[src/rtl/mem_port_arbiter.sv]
// Two-requester (fetch/data) arbiter onto one shared memory bus; data has fixed priority.
// Optional bus-wait timeout is built when ARB_TIMEOUT_EN is defined.
module mem_port_arbiter #(
    parameter int ADDR_W  = 32,
    parameter int DATA_W  = 32,
    parameter int TIMEOUT = 255
) (
    input  logic              clk,
    input  logic              rst,

    input  logic              if_req,
    input  logic [ADDR_W-1:0] if_addr,
    output logic [DATA_W-1:0] if_rdata,
    output logic              if_ack,

    input  logic              mem_req,
    input  logic              mem_we,
    input  logic [ADDR_W-1:0] mem_addr,
    input  logic [DATA_W-1:0] mem_wdata,
    output logic [DATA_W-1:0] mem_rdata,
    output logic              mem_ack,

    input  logic              flush,

    output logic              bus_req,
    output logic              bus_we,
    output logic [ADDR_W-1:0] bus_addr,
    output logic [DATA_W-1:0] bus_wdata,
    input  logic [DATA_W-1:0] bus_rdata,
    input  logic              bus_ready,

    output logic              stall_if,
    output logic              stall_mem,
    output logic              bus_err
);

    // state    | meaning
    // IDLE     | no bus cycle; arbitrate, data before fetch
    // IF_BUSY  | fetch cycle on the bus
    // MEM_BUSY | load/store cycle on the bus (immune to flush)
    // DRAIN    | flushed fetch still on the bus; finish it silently
    localparam logic [1:0] IDLE     = 2'd0;
    localparam logic [1:0] IF_BUSY  = 2'd1;
    localparam logic [1:0] MEM_BUSY = 2'd2;
    localparam logic [1:0] DRAIN    = 2'd3;

    logic [1:0] state;
    logic       grant_mem;
    logic       grant_if;
    logic       expire;

    // A request seen together with its own ack is the one just completed, not a new one.
    assign grant_mem = mem_req & ~mem_ack;
    assign grant_if  = if_req & ~if_ack & ~flush;

    assign bus_req   = (state != IDLE);
    assign stall_if  = if_req & ~if_ack;
    assign stall_mem = mem_req & ~mem_ack;

`ifdef ARB_TIMEOUT_EN
    localparam logic [7:0] TO_LAST = 8'(TIMEOUT - 1);

    logic [7:0] wait_cnt;

    assign expire = (state != IDLE) && !bus_ready && (wait_cnt == TO_LAST);

    always_ff @(posedge clk) begin
        if (rst) begin
            wait_cnt <= 8'd0;
            bus_err  <= 1'b0;
        end else begin
            bus_err <= expire;
            if (state == IDLE || (state == IF_BUSY && flush))
                wait_cnt <= 8'd0;
            else if (!bus_ready)
                wait_cnt <= wait_cnt + 8'd1;
        end
    end
`else
    assign expire  = 1'b0;
    assign bus_err = 1'b0;
`endif

    always_ff @(posedge clk) begin
        if (rst) begin
            state     <= IDLE;
            bus_we    <= 1'b0;
            bus_addr  <= '0;
            bus_wdata <= '0;
            if_rdata  <= '0;
            mem_rdata <= '0;
            if_ack    <= 1'b0;
            mem_ack   <= 1'b0;
        end else begin
            if_ack  <= 1'b0;
            mem_ack <= 1'b0;
            case (state)
                IDLE: begin
                    if (grant_mem) begin
                        bus_we    <= mem_we;
                        bus_addr  <= mem_addr;
                        bus_wdata <= mem_wdata;
                        state     <= MEM_BUSY;
                    end else if (grant_if) begin
                        bus_we    <= 1'b0;
                        bus_addr  <= if_addr;
                        state     <= IF_BUSY;
                    end
                end
                IF_BUSY: begin
                    if (bus_ready) begin
                        if (!flush) begin
                            if_rdata <= bus_rdata;
                            if_ack   <= 1'b1;
                        end
                        state <= IDLE;
                    end else if (expire) begin
                        if (!flush) begin
                            if_rdata <= '0;
                            if_ack   <= 1'b1;
                        end
                        state <= IDLE;
                    end else if (flush) begin
                        state <= DRAIN;
                    end
                end
                MEM_BUSY: begin
                    if (bus_ready) begin
                        if (!bus_we)
                            mem_rdata <= bus_rdata;
                        mem_ack <= 1'b1;
                        state   <= IDLE;
                    end else if (expire) begin
                        mem_rdata <= '0;
                        mem_ack   <= 1'b1;
                        state     <= IDLE;
                    end
                end
                DRAIN: begin
                    if (bus_ready || expire)
                        state <= IDLE;
                end
                default: state <= IDLE;
            endcase
        end
    end

endmodule
[config.mk]
export PLATFORM = sky130hd
export DESIGN_NAME = mem_port_arbiter
export DESIGN_NICKNAME = d
export VERILOG_FILES = /design/src/rtl/mem_port_arbiter.sv
export SDC_FILE = /design/constraint.sdc
export NUM_CORES = 1
export LEC_CHECK = 0
export BUFFER_PORTS_ARGS = -buffer_cell sky130_fd_sc_hd__buf_4
export CORE_UTILIZATION = 45
export DETAILED_ROUTE_END_ITERATION = 10
export GPL_TIMING_DRIVEN = 0
export MAX_ROUTING_LAYER = met4
export PLACE_DENSITY = 0.79
export SYNTH_ARGS = -nofsm -noshare
export SYNTH_HDL_FRONTEND = slang
export SYNTH_SLANG_ARGS = --single-unit
[constraint.sdc]
create_clock -name clk -period 2.05 [get_ports clk]
set_clock_uncertainty 0.1 [all_clocks]
set_input_delay 0.205 -clock clk [delete_from_list [all_inputs] [get_ports clk]]
set_output_delay 0.205 -clock clk [all_outputs]
set_load 0.02 [all_outputs]
==> out/results.env <==
ROUTED-WL-MET2_UM=9580
SYNTH_SEQUENTIAL_AREA_RATIO_PCT=50.4
OVERALL_ROUTED_NET_LENGTH_UM=18900
ANTENNA_VIOLATING_NETS_POST_ROUTE=0
SETUP_VIOL=0
CHIPWIDTH_UM=110
GRT_MAX_DEGREE=17
HPWLAFTERDP_UM=12300
WORST-ENDPOINT-ARRIVAL_NS=1.65
POST-SYNTH-TOP-AREA-FRACTION_PCT=50.4
TOP_LAYER_USED='met4'
IO-PIN-COUNT=270
VIAS_AFTER_DETAILED_ROUTING=5939
RESULT_OF_THE_RUN='complete, no violations'
POST-ROUTE-WORST-SETUP-SLACK_NS=0.0952
CRITICAL-PATH-MAX-STAGE-DELAY_NS=0.35
CLOCK.FMAX_MHz=512
AREA_GROWTH_SYN_TO_LAYOUT_PCT=65.1
RSZ0062_AT_GRT='false'
PLACE_AREA_UM2=7470
STD_CELL_ROWS=39
CP_TOP_FAMILY='buffers and inverters'
YOSYS_REGISTER_BITS=133
SLEW_VIOLATIONS=0
GLOBAL_ROUTE_WIRE_LENGTH_BEFORE_REPAIR_UM=28000
POST-PLACE-WS_NS=0.0880
FINAL_NETS=1121
MAX_SLEW.WORST_PIN.SLEW_NS=0.719
POST_SYNTH_INSTANCE_AREA_UM2=5290
NUMBER_OF_POST_CTS_SETUP_REPAIR_BUFFERS=0
CRITPATHSLOWESTCELL='sky130_fd_sc_hd__dfxtp_1'
POWER_DENSITY_nW_PER_UM2=841
GRT_PASS1_VIAS=5748
LAYOUT.FILLER_CELLS=812
SYNTH_AREA_LEADERS='sky130_fd_sc_hd__dfxtp_1 (50%), sky130_fd_sc_hd__nand2_1 (14%), sky130_fd_sc_hd__a21oi_1 (12%)'
HTREE_LEVELS=4
FINAL-HOLD-VIOLATION-COUNT=0
POST-ROUTE-DRC-COUNT=0
SYNTH_FF_TYPE='sky130_fd_sc_hd__dfxtp_1'
MAX_CAP_VIOL_COUNT=0
MAPPEDNETLISTNETS=771
SYNTH_EDF_COUNT=0
FINAL_LAYOUT_SIZE_SUFFIX_GT1_SHARE_PCT=35.6
M1WIRELENGTH_UM=7110
GRT.TOTAL_USAGE_PCT=31.5
HOLD_WS_NS=0.0288
PORT-BUFFER-COUNT=267
SYNTH_AREA_LEADER_CELL='sky130_fd_sc_hd__dfxtp_1'
RATIO_OF_ROUTED_VIAS_TO_STANDARD_CELLS=5.20
CTS_RESIZED=0
GP_ROUTABILITY_CONGESTION=0.797
CLK_ROOT_BUFFER_CELL='sky130_fd_sc_hd__clkbuf_16'
SYNTH.LIB_CELLS_USED.DISTINCT=37
CP_CELL_SEQUENCE='or2b_4, inv_2, buf_6, buf_4, buf_4'
CP_NUM_BUF_INV=4
VDD_DROP_MAX_mV=0.772
WORST_REL_SLEW_SLACK_PCT=52.1
ANTENNA_CELLS_INSERTED=0
CRIT_PATH_END_KIND='primary output'
FP.DIEH_UM=110
LAYOUT_WORST_PATH_CYCLE_SHARE_PCT=95.4
NETLIST_INSTANCES=636
TIMING.CRITICAL_PATH.REQUIRED_NS=1.75
TRITONCTS_NUM_SINKS=133
TIMING.FINAL.CRIT_PERIOD_NS=1.95
ANTENNA_FOUND_INITIAL=0
CTS_TREE='done'
SETUP.WORST_PATH.START_CLASS='flip-flop'
FLOORPLAN.CORE_AREA_UM2=11400
CTS_MAX_PATH_BUFFERS=2
CRITPATHKIND='reg -> out'
WL_MET3_UM=1560
FIN_TNS_SETUP_NS=0
INITIAL_UTILIZATION_PCT=46.3
CLKLATENCYLATEPIN_NS=0.41
CTS_MADE_BUFFERS=17
GRT-OVFL-TOTAL=0
WL_PER_CELL_UM=16.6
PATH_MAX_FANOUT=10
DIE-AREA_UM2=12200
YS_WARN_COUNT=0
DRTITER0DRC=351
WORSTHOLDPATHTYPE='in -> reg'
FIRST_PASS_ITERS=4
AVGSYNTHCELLAREA_UM2=8.31
LEAKAGE_nW=3.77
CTS.CLK_SLEW.WORST_PATHS_NS=0.05
LAYOUT.CELL_AREA.NON_FILLER_UM2=8720
POSTSYNTH.ASYNCRESETSHARE_PCT=0
TIMING.CRITICAL_PATH.MODE_CELL='sky130_fd_sc_hd__buf_4'
==> sequential cells by signal, summed over array words and instances, names as in the netlist <==
register,cells
if_rdata,32
mem_rdata,32
mem_ack,1
bus_addr,32
bus_we,1
state,2
bus_wdata,32
if_ack,1
==> worst paths after layout <==
check                          endpoint                        from  cells after the start  slack (ns)
max                           stall_mem          mem_ack$_SDFF_PP0_                      5         0.1
min                  mem_ack$_SDFF_PP0_                   bus_ready                      3        0.03
max reg2reg   mem_rdata[8]$_SDFFE_PP0P_       state[0]$_SDFFE_PP0P_                      6        0.27
min reg2reg  mem_rdata[20]$_SDFFE_PP0P_  mem_rdata[20]$_SDFFE_PP0P_                      2        0.35
==> area by class of cell <==
type	instances	area, um^2	share of cell area [%]
clock buffer	20	457	5.23
tap	143	179	2.05
inverter	30	113	1.29
timing repair buffer	332	2660	30.4
sequential	133	2660	30.5
multi-input combinational	417	2200	25.2
clock inverter	12	153	1.75
buffer	55	307	3.51
==> synth_stat cells, types with 2 or more instances <==
| cell type | count |
|---|---|
| sky130_fd_sc_hd__buf_2 | 14 |
| sky130_fd_sc_hd__nand2_1 | 191 |
| sky130_fd_sc_hd__buf_4 | 4 |
| sky130_fd_sc_hd__nor2_1 | 8 |
| sky130_fd_sc_hd__a221oi_2 | 20 |
| sky130_fd_sc_hd__a2111oi_2 | 2 |
| sky130_fd_sc_hd__nand4bb_1 | 2 |
| sky130_fd_sc_hd__a2111oi_1 | 3 |
| sky130_fd_sc_hd__a21oi_1 | 130 |
| sky130_fd_sc_hd__buf_6 | 4 |
| sky130_fd_sc_hd__a221oi_1 | 7 |
| sky130_fd_sc_hd__inv_1 | 28 |
| sky130_fd_sc_hd__nor3_1 | 5 |
| sky130_fd_sc_hd__clkbuf_1 | 30 |
| sky130_fd_sc_hd__o21ai_0 | 13 |
| sky130_fd_sc_hd__dfxtp_1 | 133 |
| sky130_fd_sc_hd__buf_8 | 3 |
| sky130_fd_sc_hd__inv_2 | 2 |
| sky130_fd_sc_hd__o21ai_1 | 19 |
==> cell families after synthesis <==
family | synth area share, %
simple gates | 17.6
compound gates | 23.9
flops | 50.4
other cells | 0.0710
buf+inv | 8.00
==> tightest hold or removal path, delay by kind of cell <==
family / cells / cell delay, ns
AND/OR/NAND/NOR: 1 / 0.06
buffers and inverters: 2 / 0.23
==> cells in the final DEF, fill, tap and decap left out, types with 2 or more instances in the layout <==
master / n
sky130_fd_sc_hd__a2111oi_1: 3
sky130_fd_sc_hd__o21ai_1: 19
sky130_fd_sc_hd__nand2_1: 191
sky130_fd_sc_hd__inv_1: 28
sky130_fd_sc_hd__buf_6: 4
sky130_fd_sc_hd__dlygate4sd3_1: 65
sky130_fd_sc_hd__a221oi_2: 20
sky130_fd_sc_hd__clkbuf_16: 17
sky130_fd_sc_hd__nor2_1: 8
sky130_fd_sc_hd__nor3_1: 5
sky130_fd_sc_hd__a2111oi_2: 2
sky130_fd_sc_hd__a221oi_1: 7
sky130_fd_sc_hd__o21ai_0: 13
sky130_fd_sc_hd__buf_4: 271
sky130_fd_sc_hd__dfxtp_1: 133
sky130_fd_sc_hd__clkinv_2: 4
sky130_fd_sc_hd__bufinv_16: 3
sky130_fd_sc_hd__clkinv_4: 3
sky130_fd_sc_hd__clkbuf_8: 2
sky130_fd_sc_hd__buf_2: 14
sky130_fd_sc_hd__inv_2: 2
sky130_fd_sc_hd__buf_8: 3
sky130_fd_sc_hd__nand4bb_1: 2
sky130_fd_sc_hd__clkbuf_1: 30
sky130_fd_sc_hd__a21oi_1: 130
==> metal layers <==
metal | global-route usage [%] | up-vias
met5 | - | -
met4 | 16.2 | 0
met3 | 8.23 | 61
met2 | 53.8 | 267
met1 | 33.5 | 2763
li1 | - | 2848
==> metrics by stage <==
| step | utilization (%) | cells | total power, W |
|---|---|---|---|
| 2_1_floorplan | - | 636 | 0.00355 |
| 3_3_place_gp | 65.4 | 1046 | 0.00411 |
| 3_5_place_dp | 65.4 | 1046 | 0.00412 |
| 4_1_cts | 76.4 | 1143 | 0.00733 |
| 5_1_grt | 76.4 | 1142 | 0.00761 |
| 6_report | 76.4 | 1142 | 0.00734 |
==> power by group <==
part | switching (W) | leakage, nW | internal (W) | total [W]
clock network | 0.00117 | 0.300 | 0.00198 | 0.00315
logic | 0.000731 | 2.38 | 0.000650 | 0.00138
registers | 0.0000810 | 1.09 | 0.00273 | 0.00281
total | 0.00198 | 3.77 | 0.00536 | 0.00734
==> what timing repair did <==
item	CTS	global route
endpoints found under the hold margin	97	0
endpoints found under the setup margin	0	1
hold buffers	65	0
Power figures use the tool's default switching activity.
